## src/rtl/main_alu_decoder_pkg.sv

```systemverilog
`default_nettype none
// ============================================================================
// main_alu_decoder_pkg : opcode, aluop, ALUControl and funct7 encodings
// Revision: 1.0
// ============================================================================
package main_alu_decoder_pkg;

   localparam logic [6:0] OP_R     = 7'b0110011;
   localparam logic [6:0] OP_IMM   = 7'b0010011;
   localparam logic [6:0] OP_LOAD  = 7'b0000011;
   localparam logic [6:0] OP_STORE = 7'b0100011;

   localparam logic [1:0] ALUOP_MEM = 2'b00;
   localparam logic [1:0] ALUOP_UNU = 2'b01;
   localparam logic [1:0] ALUOP_R   = 2'b10;
   localparam logic [1:0] ALUOP_IMM = 2'b11;

   localparam logic [2:0] ALU_ADD = 3'b010;
   localparam logic [2:0] ALU_SUB = 3'b110;
   localparam logic [2:0] ALU_MUL = 3'b011;

   localparam logic [6:0] F7_ADD = 7'b0000000;
   localparam logic [6:0] F7_SUB = 7'b0100000;
   localparam logic [6:0] F7_MUL = 7'b0000001;

   localparam logic [2:0] F3_BYTE = 3'b000;

   // Control bits that travel past the E stage
   typedef struct packed {
      logic regwrite;
      logic memwrite;
      logic load;
      logic byte_acc;
      logic memtoreg;
   } mem_ctrl_t;

   typedef struct packed {
      logic regwrite;
      logic load;
      logic byte_acc;
      logic memtoreg;
   } wb_ctrl_t;

endpackage : main_alu_decoder_pkg
`default_nettype wire

```

## src/rtl/main_alu_decoder_alu_ctrl_decoder.sv

```systemverilog
`default_nettype none
// ============================================================================
// alu_ctrl_decoder : combinational aluop/funct7 -> 3-bit ALUControl map
// Revision: 1.0
// ============================================================================
module alu_ctrl_decoder
   import main_alu_decoder_pkg::*;
(
   input  logic [1:0] aluop_i,
   input  logic [6:0] funct7_i,
   output logic [2:0] alu_ctrl_o
);

   always_comb begin
      alu_ctrl_o = ALU_ADD;
      if (aluop_i == ALUOP_R) begin
         // Unknown or unsupported funct7 falls back to add
         case (funct7_i)
            F7_SUB:  alu_ctrl_o = ALU_SUB;
            F7_MUL:  alu_ctrl_o = ALU_MUL;
            default: alu_ctrl_o = ALU_ADD;
         endcase
      end
   end

endmodule : alu_ctrl_decoder
`default_nettype wire

```

## src/rtl/main_alu_decoder.sv

```systemverilog
`default_nettype none
// ============================================================================
// main_alu_decoder : D-stage control decode, pipelined through E/M/W
// Revision: 1.0
// ============================================================================
module main_alu_decoder
   import main_alu_decoder_pkg::*;
(
   input  logic       clk,
   input  logic       reset,
   input  logic       ihit,
   input  logic       dhit,
   input  logic [6:0] opcode,
   input  logic [2:0] funct3,
   input  logic [6:0] funct7,
   output logic       LoadD,
   output logic       ByteD,
   output logic       ALUSrcE,
   output logic [2:0] ALUControl,
   output logic       MemWrite,
   output logic       LoadW,
   output logic       ByteW,
   output logic       MemtoRegW,
   output logic       RegWrite
);

   mem_ctrl_t  ctrl_d;
   logic       alusrc_d;
   logic [1:0] aluop_d;
   logic [2:0] aluctl_d;
   logic       advance;

   mem_ctrl_t  e_ctrl_q;
   logic       e_alusrc_q;
   logic [2:0] e_aluctl_q;
   mem_ctrl_t  m_ctrl_q;
   wb_ctrl_t   w_ctrl_q;

   assign advance = ihit & dhit;

   // X or unsupported opcodes miss every case item and decode to a NOP
   always_comb begin
      ctrl_d   = '0;
      alusrc_d = 1'b0;
      aluop_d  = ALUOP_MEM;
      case (opcode)
         OP_R: begin
            ctrl_d.regwrite = 1'b1;
            aluop_d         = ALUOP_R;
         end
         OP_IMM: begin
            ctrl_d.regwrite = 1'b1;
            alusrc_d        = 1'b1;
            aluop_d         = ALUOP_IMM;
         end
         OP_LOAD: begin
            ctrl_d.load     = 1'b1;
            ctrl_d.regwrite = 1'b1;
            ctrl_d.memtoreg = 1'b1;
            alusrc_d        = 1'b1;
         end
         OP_STORE: begin
            ctrl_d.memwrite = 1'b1;
            alusrc_d        = 1'b1;
         end
         default: ;
      endcase
      if (ctrl_d.load || ctrl_d.memwrite) begin
         case (funct3)
            F3_BYTE: ctrl_d.byte_acc = 1'b1;
            default: ctrl_d.byte_acc = 1'b0;
         endcase
      end
   end

   alu_ctrl_decoder u_alu_ctrl (
      .aluop_i    (aluop_d),
      .funct7_i   (funct7),
      .alu_ctrl_o (aluctl_d)
   );

   always_ff @(posedge clk) begin
      if (!reset) begin
         e_ctrl_q   <= '0;
         e_alusrc_q <= 1'b0;
         e_aluctl_q <= '0;
         m_ctrl_q   <= '0;
         w_ctrl_q   <= '0;
      end else if (advance) begin
         e_ctrl_q   <= ctrl_d;
         e_alusrc_q <= alusrc_d;
         e_aluctl_q <= aluctl_d;
         m_ctrl_q   <= e_ctrl_q;
         w_ctrl_q   <= '{regwrite: m_ctrl_q.regwrite,
                         load:     m_ctrl_q.load,
                         byte_acc: m_ctrl_q.byte_acc,
                         memtoreg: m_ctrl_q.memtoreg};
      end
   end

   assign LoadD      = ctrl_d.load;
   assign ByteD      = ctrl_d.byte_acc;
   assign ALUSrcE    = e_alusrc_q;
   assign ALUControl = e_aluctl_q;
   assign MemWrite   = m_ctrl_q.memwrite;
   assign LoadW      = w_ctrl_q.load;
   assign ByteW      = w_ctrl_q.byte_acc;
   assign MemtoRegW  = w_ctrl_q.memtoreg;
   assign RegWrite   = w_ctrl_q.regwrite;

endmodule : main_alu_decoder
`default_nettype wire

```

## config.mk

```make
export PLATFORM = sky130hd
export DESIGN_NAME = main_alu_decoder
export DESIGN_NICKNAME = d
export VERILOG_FILES = /design/src/rtl/main_alu_decoder_pkg.sv /design/src/rtl/main_alu_decoder_alu_ctrl_decoder.sv /design/src/rtl/main_alu_decoder.sv
export SDC_FILE = /design/constraint.sdc
export NUM_CORES = 1
export LEC_CHECK = 0
export BUFFER_PORTS_ARGS = -buffer_cell sky130_fd_sc_hd__buf_2
export CAP_MARGIN = 15
export CORE_MARGIN = 5
export CORE_UTILIZATION = 46
export CTS_BUF_LIST = sky130_fd_sc_hd__clkbuf_4 sky130_fd_sc_hd__clkbuf_8
export DETAILED_ROUTE_END_ITERATION = 10
export GPL_TIMING_DRIVEN = 0
export HOLD_SLACK_MARGIN = 0.12
export PLACE_DENSITY = 0.89
export SLEW_MARGIN = 20
export SYNTH_ARGS = -nofsm -noshare
export SYNTH_HDL_FRONTEND = slang
export SYNTH_SLANG_ARGS = --single-unit
```

## constraint.sdc

```tcl
create_clock -name clk -period 1.1 [get_ports clk]
set_clock_uncertainty 0.15 [all_clocks]
set_input_delay 0.165 -clock clk [delete_from_list [all_inputs] [get_ports clk]]
set_output_delay 0.165 -clock clk [all_outputs]
set_load 0.03 [all_outputs]
```

# After elaboration in Yosys (flattened, before gate mapping)
# Cells that the tools add are included.
# totals
regBits,15
input_bits,21
output_inout_bits,11
# classes
n_eq_ne,7
mux,9
n_bitwise,1
reduce_logical,4
# op_table
operator,n
7-bit by 6-bit equality test with 1-bit output (second input constant),3
7-bit by 1-bit equality test with 1-bit output (second input constant),1
7-bit by 2-bit equality test with 1-bit output (second input constant),1
7-bit by 5-bit equality test with 1-bit output (second input constant),1
1-bit two-way mux,6
3-bit case mux with 2 select lines,1
3-bit OR reduction,2
2-bit case mux with 2 select lines,1
3-bit logical NOT,1
3-bit two-way mux,1
2-bit equality test (second input constant),1
1-bit AND,1
1-bit logical OR,1

# Longest topological paths before layout
# Gate-level depths: netlist (run 1).
# logic_depth
depth_word,4
depth_mapped,4
ltp_nobuf,3

# By module
# From an unflattened synthesis (run 1), not the netlist that was laid out.
# unflattened
cells_unflattened,85
hier_area_um2,701.9
# modules_own_cells
mod,n_inst,cells_each,area_each_um2,seq_area_each_um2
main_alu_decoder,1,78,649.4,300.3
alu_ctrl_decoder,1,7,52.6,0.0

# Worst setup path before layout (run 1)
# No wires, ideal clock.
# synth_path
path_type,input to output
start,input port opcode[3]
end,output port ByteD
t_arrival_ps,960
path_slack_ps,-175
cell_stages,3
cell_sequence,and3b_2 nand3b_4 nor2_1
# synth_via
elab_chain_cells,4
# synth_lines
element,line,rtl
"start, declared",main_alu_decoder.sv:13,"input logic [6:0] opcode,"
7-bit by 2-bit equality test with 1-bit output or 7-bit by 6-bit equality test with 1-bit output (tied branches),main_alu_decoder.sv:46,case (opcode)
1-bit two-way mux,main_alu_decoder.sv:46,
1-bit logical OR (*),main_alu_decoder.sv:68,if (ctrl_d.load || ctrl_d.memwrite) begin
1-bit two-way mux (*),main_alu_decoder.sv:68,
"end, declared",main_alu_decoder.sv:17,"output logic ByteD,"
# Every way passes the cells marked *; elsewhere a longest branch is shown, timed or not.

# Final worst setup path (run 1)
# Ends and elaborated chain as after synthesis.

==> results of run 1 <==
critical path: stages:
cell      delay, ns
buf_6          0.09
and3b_2        0.26
nand3b_4       0.11
nor2_4         0.12
buf_6          0.13
worst max path at each step:
stage / slack [ns] / end / from
after global placement: -0.20 / ByteD / opcode[3]
after global routing: -0.12 / ByteD / opcode[3]
after CTS: -0.09 / ByteD / opcode[3]
final: -0.09 / ByteD / opcode[3]
after floorplan: 0.006 / ByteD / funct3[1]
after detailed placement: -0.21 / ByteD / opcode[3]
layout make-up:
cell class | count | area (um^2) | area share (%)
Buffer | 4 | 37.5 | 3.62
Clock buffer | 4 | 30.0 | 2.90
Inverter | 1 | 3.75 | 0.362
Multi-Input combinational cell | 57 | 344 | 33.2
Sequential cell | 15 | 310 | 29.9
Tap cell | 15 | 18.8 | 1.81
Timing Repair Buffer | 37 | 293 | 28.2
where the power goes:
| part | internal [mW] | leakage, nW | switching (mW) | total, mW |
|---|---|---|---|---|
| clock | 0.165 | 0.0184 | 0.168 | 0.334 |
| combinational | 0.0713 | 0.318 | 0.0705 | 0.142 |
| sequential | 0.546 | 0.125 | 0.00204 | 0.548 |
| total | 0.783 | 0.462 | 0.241 | 1.02 |
logic make-up after synthesis:
group	count (synthesis)	share of synthesized area, %
DFF	15	45.4
and+or+nand+nor	43	36.3
AOI/OAI and AO/OA	14	12.7
buffers and inverters	5	5.67
cell usage in the layout (no fill, tap or decap):
cell            count
buf_4               5
nor2_1              2
nand2_2             1
o41ai_2             1
dlygate4sd3_1       2
and2_1              1
o31ai_1             1
nor4b_2             1
clkbuf_4            4
inv_2               1
a21oi_1             8
dlymetal6s4s_1      2
nand2b_1            3
o21ai_1             3
dfxtp_1             7
o21ai_0             1
dfxtp_2             8
or3_4               1
and3b_2             1
buf_6              14
nand4_1             2
nand2_1            17
nor4_1              1
nand3_1             8
and4_1              1
nor2_4              3
buf_2              18
nand3b_4            1
registers in the layout, indices dropped and copies added (netlist names):
signal	flops
RegWrite	1
MemtoRegW	1
ALUSrcE	1
e_ctrl_q	4
MemWrite	1
ByteW	1
ALUControl	3
m_ctrl_q	3
synth_stat cells, drive strengths merged:
| master | n | share of area [%] |
|---|---|---|
| a21oi | 8 | 6.0 |
| o31ai | 1 | 1.1 |
| and2 | 1 | 0.95 |
| and4 | 1 | 1.3 |
| and3b | 1 | 1.5 |
| nand4 | 2 | 1.9 |
| nor4b | 1 | 2.3 |
| nor4 | 1 | 0.95 |
| nand3 | 8 | 6.0 |
| nand2b | 3 | 2.8 |
| nand3b | 1 | 3.0 |
| inv | 1 | 0.57 |
| dfxtp | 15 | 45 |
| nand2 | 18 | 11 |
| o41ai | 1 | 2.5 |
| or3 | 1 | 0.95 |
| nor2 | 5 | 4.0 |
| buf | 4 | 5.1 |
| o21ai | 4 | 3.0 |
through the flow:
stage	utilization [%]	hold slack [ns]	power [mW]
2_1_floorplan	-	0.116	0.619
3_3_place_gp	63.4	0.273	0.671
3_5_place_dp	63.4	0.289	0.675
4_1_cts	76.6	0.0284	1.02
5_1_grt	77.8	0.0401	1.06
6_report	77.8	0.0313	1.02
layer usage:
layer / vias to the layer above / global-route usage [%] / share of wire [%]
li1: 348 / - / -
met1: 308 / 20.6 / 38
met2: 35 / 32.7 / 49
met3: 7 / 2.63 / 8.5
met4: 0 / 11.3 / 3.7
met5: - / 0 / 0
timing repair:
| item | in CTS | in global routing |
|---|---|---|
| endpoints found under the setup margin | 11 | 17 |
| endpoints found under the hold margin | 10 | 6 |
| gates cloned | 0 | 0 |
| setup buffers | 2 | 1 |
| pin swaps | 1 | 2 |
| gates resized for setup | 23 | 12 |
==> impl_metrics.json, run 1 <==
{
  "final_cells": 133,
  "clock_latency_ns": 0.28,
  "synth_cells": 77,
  "finalCritPeriodShare_pct": 108,
  "timing.hold.worst.class": "in2reg",
  "numPortBuffers": 30,
  "yosysSeqAreaShare_pct": 45.4,
  "syn_area_um2": 662,
  "failed_checks": "setup timing",
  "row_count": 13,
  "route.vias.total": 698,
  "p_leak_nw": 0.462,
  "rsz0062_at_grt": "yes",
  "area_growth_pct": 56.7,
  "yosys_warnings": 0,
  "hpwl_um": 1140,
  "drv_cap": 0,
  "finalInstanceArea_um2": 1040,
  "setup_tns_ns": -0.235,
  "regToRegSetupSlack_ns": 0.30,
  "ant_nets": 0,
  "drc": 0,
  "avgViaCountPerCell": 5.25,
  "crit_required_ns": 0.78,
  "die-area_um2": 2300,
  "drive_above_1_share_pct": 50.0,
  "grt_pass1_wl_um": 2910,
  "grt_pass1_vias": 702,
  "dpl.cell_count": 122,
  "fin_nets": 140,
  "finalHoldViolCount": 0,
  "tightest_slew_ns": 0.267,
  "pre_cts_ws_ns": -0.212,
  "gp_congestion": 0.789,
  "fillers": 96,
  "coreArea_um2": 1330,
  "path_max_fanout": 3,
  "path_class": "in2out",
  "clk_path_buf_depth": 2,
  "numClockSinks": 15,
  "routed_wl_um": 1720,
  "root_buffer": "clkbuf_4",
  "max_freq_mhz": 839,
  "relSlewSlack_pct": 82.1,
  "die_w_um": 47.9,
  "htree_levels": 1,
  "synth_cell_type_count": 23,
  "cp-end-kind": "output pin",
  "synth_seq_cells": 15,
  "setup_viol": 3,
  "hold_buffers": 6,
  "hold_end": "e_ctrl_q[1]$_SDFFE_PN0P_",
  "worstSetupStartpointType": "input pin",
  "hold_path_depth": 3,
  "finalWorstSetupSlack_ns": -0.0919,
  "rr_endpoint": "e_ctrl_q[4]$_SDFFE_PN0P_",
  "slew_viol_final": 0,
  "cts_tree": "done",
  "dieHeight_um": 47.9,
  "hold_start": "funct3[2]",
  "synth_nets": 98,
  "postSynthAreaPerCell_um2": 8.60,
  "postPlaceCellArea_um2": 846,
  "vdd_drop_max_v": 0.000687,
  "grt-ovfl-total": 0,
  "timing.final.crit_period_ns": 1.19,
  "grt_max_degree": 11,
  "pin_count": 32,
  "track_usage_pct": 18.5,
  "avgRoutedWirePerCell_um": 12.9,
  "status": "complete, but fails checks",
  "r2r_start": "e_ctrl_q[4]$_SDFFE_PN0P_",
  "antenna_found_initial": 0,
  "cp.arrival_ns": 0.88,
  "num_antenna_cells": 0,
  "path_clk_slew_ns": 0.08,
  "powerDensity_nw_per_um2": 986,
  "first_pass_iters": 4,
  "start_util_pct": 49.6,
  "cts_made_buffers": 3,
  "drtIter0Drc": 28,
  "reg2reg_depth": 2
}
No activity file was read; power rests on OpenSTA's default activity.
==> inputs of run 2 (changes only) <==
Settings changed: SETUP_SLACK_MARGIN set to 0.02.
==> run 2 against run 1 <==
- the run still ends with setup timing left
- global-route usage down 1.5 points
- maximum frequency fell by 0.19%
- worst hold slack barely moved
- total power about the same
- die area unchanged
- critical path type unchanged
- critical endpoint unchanged
- largest power group unchanged
==> impl_metrics.json, run 2 (synthesis gave the netlist of run 1 again) <==
{
  "finalWorstSetupSlack_ns": -0.0941,
  "timing.final.crit_period_ns": 1.19,
  "postPlaceCellArea_um2": 846,
  "dieHeight_um": 47.9,
  "status": "complete, but fails checks",
  "root_buffer": "clkbuf_4",
  "cts_tree": "done",
  "drive_above_1_share_pct": 50.4,
  "grt_max_degree": 11,
  "avgViaCountPerCell": 5.28,
  "drtIter0Drc": 7,
  "max_freq_mhz": 837,
  "vdd_drop_max_v": 0.000632,
  "finalInstanceArea_um2": 1040,
  "relSlewSlack_pct": 81.4,
  "row_count": 13,
  "cts_made_buffers": 3,
  "die_w_um": 47.9,
  "path_clk_slew_ns": 0.08,
  "gp_congestion": 0.789,
  "routed_wl_um": 1640,
  "met1_usage_pct": 18.3,
  "finalCritPeriodShare_pct": 109,
  "path_common_cell": "buf_6",
  "clock_latency_ns": 0.28,
  "failed_checks": "setup timing",
  "final_common_cell": "buf_2",
  "finalPower_mw": 1.02,
  "crit_chain": "buf_6 -> and3b_2 -> nand3b_4 -> nor2_4 -> buf_6",
  "path_max_fanout": 3,
  "cp.arrival_ns": 0.88,
  "crit_required_ns": 0.78,
  "regMostFlops": "e_ctrl_q",
  "regToRegSetupSlack_ns": 0.29,
  "slew_viol_final": 0,
  "route.vias.total": 708,
  "htree_levels": 1,
  "largest_register_ffs": 4,
  "busiest_layer": "met2",
  "grt-ovfl-total": 0,
  "powerDensity_nw_per_um2": 979,
  "worstSetupStartpointType": "input pin",
  "fin_nets": 141,
  "hpwl_um": 1140,
  "fin_util_pct": 78.3,
  "avgRoutedWirePerCell_um": 12.3,
  "antenna_found_initial": 0,
  "rsz0062_at_grt": "yes",
  "final_cell_mix": "18 x buf_2, 17 x nand2_1, 14 x buf_6",
  "timing.hold.worst.class": "in2reg",
  "numPortBuffers": 30,
  "max_stage_delay_ns": 0.26,
  "numClockSinks": 15,
  "hold_path_depth": 3,
  "start_util_pct": 49.6,
  "drv_cap": 0,
  "finalHoldViolCount": 0,
  "first_pass_iters": 4,
  "reg2reg_depth": 3,
  "drc": 0,
  "grt_pass1_wl_um": 2700,
  "num_antenna_cells": 0,
  "critPathSlowestCell": "and3b_2",
  "cp-end-kind": "output pin",
  "hold_ws_ns": 0.0313,
  "setup_viol": 3,
  "grt_use_met3_pct": 3.01,
  "coreArea_um2": 1330,
  "track_usage_pct": 17.1,
  "gr-usage-met2_pct": 29.6,
  "path_class": "in2out",
  "ant_nets": 0,
  "area_growth_pct": 57.8,
  "grt_pass1_vias": 692,
  "p_leak_nw": 0.467,
  "clk_path_buf_depth": 2,
  "tightest_slew_ns": 0.277,
  "die-area_um2": 2300,
  "pin_count": 32,
  "hold_buffers": 4
}
-- run 2: repair_timing --
action,CTS,global route
gates resized for setup,33,2
setup endpoints to repair,11,13
endpoints found under the hold margin,12,6
setup buffers,2,2
pin swaps,1,2
-- run 2: path summary, 6_finish.rpt --
kind | start | to
hold / removal | funct3[2] | e_ctrl_q[1]$_SDFFE_PN0P_
setup / recovery | opcode[3] | ByteD
hold reg to reg | e_ctrl_q[3]$_SDFFE_PN0P_ | MemWrite$_SDFFE_PN0P_
setup reg to reg | MemWrite$_SDFFE_PN0P_ | MemWrite$_SDFFE_PN0P_
-- run 2: layout make-up --
type | count | area (um^2)
Buffer | 4 | 37.5
Clock buffer | 4 | 30.0
Fill cell | 93 | 289
Inverter | 1 | 3.75
Multi-Input combinational cell | 57 | 344
Sequential cell | 15 | 310
Tap cell | 15 | 18.8
Timing Repair Buffer | 38 | 300
-- run 2: per-layer routing --
metal  up-vias  wire, um  share of wire, %
met5         -         0                 0
li1        353         -                 -
met2        40       811                49
met3         7       156               9.5
met1       308       606                37
met4         0        69               4.2
-- run 2: through the flow --
step                TNS [ns]  setup slack, ns  cells
floorplan                  0          0.00571     77
global placement      -0.500           -0.196    122
detailed placement    -0.563           -0.212    122
CTS                   -0.325          -0.0945    132
global route          -0.352           -0.124    134
finish                -0.243          -0.0941    134
-- run 2: where the power goes --
part           switching (mW)  internal, mW
logic                  0.0692        0.0713
clock network           0.169         0.166
registers             0.00197         0.546
-- run 2: worst max-delay path, delay by kind of cell --
kind	cells	cell delay, ns
AND/OR/NAND/NOR	3	0.49
buffers and inverters	2	0.22
